### src/rtl/mcpu_pkg.sv
// Shared MCPU definitions: instruction field widths, opcode constants and the
// program loader state encoding.
package mcpu_pkg;

  localparam int WORD_SIZE    = 16;
  localparam int OPCODE_SIZE  = 4;
  localparam int OPERAND_SIZE = WORD_SIZE - OPCODE_SIZE;

  localparam logic [OPCODE_SIZE-1:0] OP_NOP = 4'h0;
  localparam logic [OPCODE_SIZE-1:0] OP_ADD = 4'h1;
  localparam logic [OPCODE_SIZE-1:0] OP_SUB = 4'h2;
  localparam logic [OPCODE_SIZE-1:0] OP_JMP = 4'h5;
  localparam logic [OPCODE_SIZE-1:0] OP_LDI = 4'h7;

  typedef enum logic [1:0] {
    LD_IDLE  = 2'd0,
    LD_CLEAR = 2'd1,
    LD_LOAD  = 2'd2,
    LD_RUN   = 2'd3
  } ld_state_e;

endpackage

### src/rtl/mcpu_prog_loader.sv
// Program loader: holds the MCPU in reset, optionally zeroes program RAM, streams
// words from a valid/ready source into RAM, then releases the CPU.
module mcpu_prog_loader #(
  parameter int WORD_SIZE     = mcpu_pkg::WORD_SIZE,
  parameter int ADDR_WIDTH    = 8,
  parameter int RAM_SIZE      = 256,
  parameter bit CLEAR_ON_LOAD = 1'b1
) (
  input  logic                  clk,
  input  logic                  reset,
  input  logic                  start,
  input  logic [WORD_SIZE-1:0]  in_data,
  input  logic                  in_valid,
  input  logic                  in_last,
  output logic                  in_ready,
  output logic                  ram_we,
  output logic [ADDR_WIDTH-1:0] ram_addr,
  output logic [WORD_SIZE-1:0]  ram_wdata,
  output logic                  cpu_reset,
  output logic                  busy,
  output logic                  done,
  output logic                  err_overflow,
  output logic [ADDR_WIDTH:0]   word_count
);

  import mcpu_pkg::*;

  localparam logic [ADDR_WIDTH-1:0] LAST_ADDR = ADDR_WIDTH'(RAM_SIZE - 1);
  localparam logic [ADDR_WIDTH:0]   LAST_WORD = (ADDR_WIDTH + 1)'(RAM_SIZE - 1);
  localparam logic [ADDR_WIDTH:0]   SIZE_W    = (ADDR_WIDTH + 1)'(RAM_SIZE);

  ld_state_e             state_q, state_d;
  logic                  in_ready_q, in_ready_d;
  logic                  ram_we_q, ram_we_d;
  logic [ADDR_WIDTH-1:0] ram_addr_q, ram_addr_d;
  logic [WORD_SIZE-1:0]  ram_wdata_q, ram_wdata_d;
  logic                  cpu_reset_q, cpu_reset_d;
  logic                  busy_q, busy_d;
  logic                  done_q, done_d;
  logic                  err_q, err_d;
  logic [ADDR_WIDTH:0]   count_q, count_d;
  logic                  accept, launch;

  assign accept = in_valid & in_ready_q;
  assign launch = start & ((state_q == LD_IDLE) | (state_q == LD_RUN));

  // NOTE: every *_d gets a default before the case so no path can infer a latch.
  always_comb begin
    state_d     = state_q;
    ram_we_d    = 1'b0;
    ram_addr_d  = ram_addr_q;
    ram_wdata_d = ram_wdata_q;
    cpu_reset_d = cpu_reset_q;
    done_d      = done_q;
    err_d       = err_q;
    count_d     = count_q;

    case (state_q)
      LD_CLEAR: begin
        ram_wdata_d = '0;
        if (ram_addr_q == LAST_ADDR) begin
          state_d = LD_LOAD;
        end else begin
          ram_we_d   = 1'b1;
          ram_addr_d = ram_addr_q + 1'b1;
        end
      end
      LD_LOAD: begin
        if (accept) begin
          ram_we_d    = 1'b1;
          ram_addr_d  = count_q[ADDR_WIDTH-1:0];
          ram_wdata_d = in_data;
          count_d     = count_q + 1'b1;
          if (in_last) begin
            state_d = LD_RUN;
          end else if (count_q == LAST_WORD) begin
            state_d = LD_RUN;
            err_d   = 1'b1;
          end
        end
      end
      LD_RUN: begin
        // The final write is on the port during the first RUN cycle, so the
        // CPU is released only one cycle later.
        cpu_reset_d = 1'b0;
        done_d      = 1'b1;
      end
      default: ;
    endcase

    if (launch) begin
      cpu_reset_d = 1'b1;
      done_d      = 1'b0;
      err_d       = 1'b0;
      count_d     = '0;
      if (CLEAR_ON_LOAD) begin
        state_d     = LD_CLEAR;
        ram_we_d    = 1'b1;
        ram_addr_d  = '0;
        ram_wdata_d = '0;
      end else begin
        state_d = LD_LOAD;
      end
    end

    in_ready_d = (state_d == LD_LOAD) && (count_d < SIZE_W);
    busy_d     = (state_d == LD_CLEAR) || (state_d == LD_LOAD);
  end

  // NOTE: state registers use non-blocking assignments; the RAM contents are
  // deliberately untouched by reset, only the control/port registers are.
  always_ff @(posedge clk or posedge reset) begin
    if (reset) begin
      state_q     <= LD_IDLE;
      in_ready_q  <= 1'b0;
      ram_we_q    <= 1'b0;
      ram_addr_q  <= '0;
      ram_wdata_q <= '0;
      cpu_reset_q <= 1'b1;
      busy_q      <= 1'b0;
      done_q      <= 1'b0;
      err_q       <= 1'b0;
      count_q     <= '0;
    end else begin
      state_q     <= state_d;
      in_ready_q  <= in_ready_d;
      ram_we_q    <= ram_we_d;
      ram_addr_q  <= ram_addr_d;
      ram_wdata_q <= ram_wdata_d;
      cpu_reset_q <= cpu_reset_d;
      busy_q      <= busy_d;
      done_q      <= done_d;
      err_q       <= err_d;
      count_q     <= count_d;
    end
  end

  assign in_ready     = in_ready_q;
  assign ram_we       = ram_we_q;
  assign ram_addr     = ram_addr_q;
  assign ram_wdata    = ram_wdata_q;
  assign cpu_reset    = cpu_reset_q;
  assign busy         = busy_q;
  assign done         = done_q;
  assign err_overflow = err_q;
  assign word_count   = count_q;

endmodule

### config.mk
export PLATFORM = sky130hd
export DESIGN_NAME = mcpu_prog_loader
export DESIGN_NICKNAME = d
export VERILOG_FILES = /design/src/rtl/mcpu_pkg.sv /design/src/rtl/mcpu_prog_loader.sv
export SDC_FILE = /design/constraint.sdc
export NUM_CORES = 1
export LEC_CHECK = 0
export BUFFER_PORTS_ARGS = -buffer_cell sky130_fd_sc_hd__buf_2
export CAP_MARGIN = 5
export CORE_AREA = 2 2 67 69
export DETAILED_ROUTE_END_ITERATION = 10
export DIE_AREA = 0 0 69 71
export PLACE_DENSITY = 0.88
export SYNTH_ARGS = -nofsm -noshare
export SYNTH_HDL_FRONTEND = slang
export SYNTH_SLANG_ARGS = --single-unit
### constraint.sdc
create_clock -name clk -period 2.1 [get_ports clk]
set_input_delay 0.315 -clock clk [delete_from_list [all_inputs] [get_ports clk]]
set_output_delay 0.315 -clock clk [all_outputs]
set_load 0.02 [all_outputs]
==> run metrics <==
clock period minus worst slack=1920 ps; via count=1714; power density over cell area=between 800 and 900 nW/um^2; CP Capture Type=flop; Setup Buffers After CTS=0; Peak Freq=~520 MHz; Yosys top cell by area=dfrtp_1; Max transition margin=59.4%; Syn Inst Count=191; RSZ-0062 raised after global routing=false; Die Y=around 71 microns; placed cell area=2410 sq um; initial DRC count=about 150; CTS root buf=clkbuf_8; CTS tree=yes; fin crit share=about nine tenths; sequential fraction of the synthesis area=50.7%; Hold Fails Final Rpt=0; Pleak=1.32 nW; Port-buffer cells=59; commonest non-fill, non-tap cells in the layout=buf_2 (59), dfrtp_1 (40), nor2_1 (16), a22o_1 (16), nand2_1 (13); Worst Max-Slew Pin Slew=608 ps; clk_skew=2.54 ps; Critical Path AT=2090 ps; Antenna Violating Nets Remaining=0; leading cell type in the layout, fill and taps excluded=buf_2; reg2reg setup slack=180 ps; Fin Hold WS=approximately 130 ps; chip width=69 microns; Setup crit start kind=flop; Synth Area per Inst=10.6 sq um; most numerous cell on the critical path=ha_1; Setup WS post-layout=176 ps; fin area=2520 sq um; gr usage total=approximately a fifth; Area Growth Syn to Fin=24.3%; Unique masters post-synth=44; Via density=5.49; Synth area leaders=dfrtp_1 (49%), a22o_1 (6.9%), ha_1 (4.9%); per-cell routed wire length=roughly 14 microns; Largest stage delay, worst path=400 ps; Starting Density=48.2%; synthesized cell area=between 2000 and 2500 sq um; max cap viols=0; CP max FO=9; htree depth=2; Slew Viols, Final=0; Final HPWL DP=around 3.3 mm; #FFs+latches synth=41; clk slew on worst S/H paths=80 ps; largest net degree at the start of global routing=between 40 and 50; Final Power=2.16 mW; Setup-failing EPs final=0; peak supply drop=0.000380 V; Worst-Skew Late Latency=slightly below 300 ps; yosys warns=0; clk buf depth=2; first-pass GRT wire length=7.51 mm; placed cells=between 300 and 400; number of diodes=0; Site Rows=24; clock sinks=41; pre-CTS setup slack=-0.442 ps; Final GP Congestion=0.889; die area=4900 sq um; status=complete, no violations; GRT overflow=0; antenna violations before repair=0; syn_nets=220; post-synth top area share=49.4%; final wirelength=between 4 and 5 mm; CTS Buf Count=5; Top Ports=60; Hold WC Path Type=in -> async; layout cell share with drive strength beyond 1=33.5%; vias in the first global route=1568; Core ar.=4200 sq um; post-route DRC violation count=0; crit path max-delay cell type=dfrtp_1; CP Data Required Time=approximately 2300 ps; crit-path cells=inv_1 -> ha_1 -> and2_1 -> buf_4 -> o32a_1 -> nor2_1 -> ha_1 -> nor2b_1; fin cells=312; Pre-antenna DRT Iters=4; critical path class=reg -> reg; nets@finish=approximately 290
## through the flow
stage | util, % | TNS (ps)
3_3_place_gp | 57.4 | 0
2_1_floorplan | - | 0
4_1_cts | 59.9 | 0
6_report | 59.9 | 0
3_5_place_dp | 57.4 | -0.442
5_1_grt | 59.9 | 0
## flip-flops by register name, summed over array words and instances (netlist names)
name          cells
ram_addr          8
err_overflow      1
in_ready          1
busy              1
word_count        9
cpu_reset         1
ram_wdata        16
ram_we            1
state_q           2
done              1
## synth_stat cells, drive strengths merged
| library cell | n |
|---|---|
| nand2 | 13 |
| buf | 8 |
| nand4 | 5 |
| nor2b | 4 |
| mux2i | 1 |
| a22o | 16 |
| clkbuf | 2 |
| o32a | 1 |
| o211a | 1 |
| o31ai | 6 |
| ha | 8 |
| o21ai | 10 |
| and4 | 2 |
| nor3 | 5 |
| a211oi | 3 |
| xor2 | 3 |
| inv | 8 |
| and3 | 4 |
| a31oi | 2 |
| o21a | 1 |
| a21oi | 4 |
| or2 | 2 |
| dfstp | 1 |
| nand3 | 7 |
| or3 | 1 |
| xnor2 | 3 |
| nor2 | 17 |
| a21boi | 2 |
| o41ai | 2 |
| or4 | 1 |
| and2 | 2 |
| a22oi | 1 |
| o311a | 1 |
| nand4b | 2 |
| o211ai | 2 |
| dfrtp | 40 |
## where the power goes
part	leakage, nW	switching [mW]	internal (mW)
logic	0.703	0.406	0.268
clock network	0.0549	0.274	0.303
registers	0.560	0.0631	0.849
total	1.32	0.743	1.42
## layer usage
layer | vias to the layer above | global-route usage, % | routed length (microns) | share of wire [%]
li1 | 840 | - | - | -
met1 | 809 | 27.4 | 2030 | 46
met2 | 57 | 28.8 | 2040 | 46
met4 | 0 | 6.97 | 77 | 1.7
met5 | - | 0 | 0 | 0
met3 | 8 | 4.13 | 269 | 6.1
## critical path: cells and delay by family (launching register included)
family | cells | cell delay (ps)
AND/OR/NAND/NOR | 3 | 430
adder cells (fa/ha/maj) | 2 | 470
buffers and inverters | 2 | 300
flip-flops | 1 | 400
AO/OA/AOI/OAI | 1 | 190
## timing repair
item,in CTS,in global routing
hold buffers,0,0
gates resized for setup,1,0
endpoints found under the setup margin,5,0
## layout make-up
class | count | area [sq um]
fill | 352 | 1680
sequential | 41 | 1030
multi-input combinational | 132 | 907
timing repair buffer | 71 | 385
clock buffer | 7 | 96.3
tap | 52 | 65.1
inverter | 8 | 30.0
clock inverter | 1 | 8.76
## path summary, 6_finish.rpt
path | from | end | cells past startpoint
max | state_q[0] | in_ready | 8
min | reset | ram_wdata[9] | 3
max reg2reg | state_q[0] | in_ready | 8
min reg2reg | cpu_reset | cpu_reset | 2
max in group asynchronous | reset | cpu_reset | 3
min in group clk | in_data[0] | ram_wdata[0] | 2
## cell families (layout without fill, tap and decap cells)
| family | Yosys count | count (layout) | synth area share (%) |
|---|---|---|---|
| simple gates | 65 | 65 | 17.3 |
| xor+xnor | 6 | 6 | 2.59 |
| flops | 41 | 41 | 50.7 |
| mux | 1 | 1 | 0.494 |
| buf+inv | 18 | 87 | 4.69 |
| compound gates | 52 | 52 | 19.3 |
| fa+ha+maj | 8 | 8 | 4.94 |
Power figures use the tool's default switching activity.
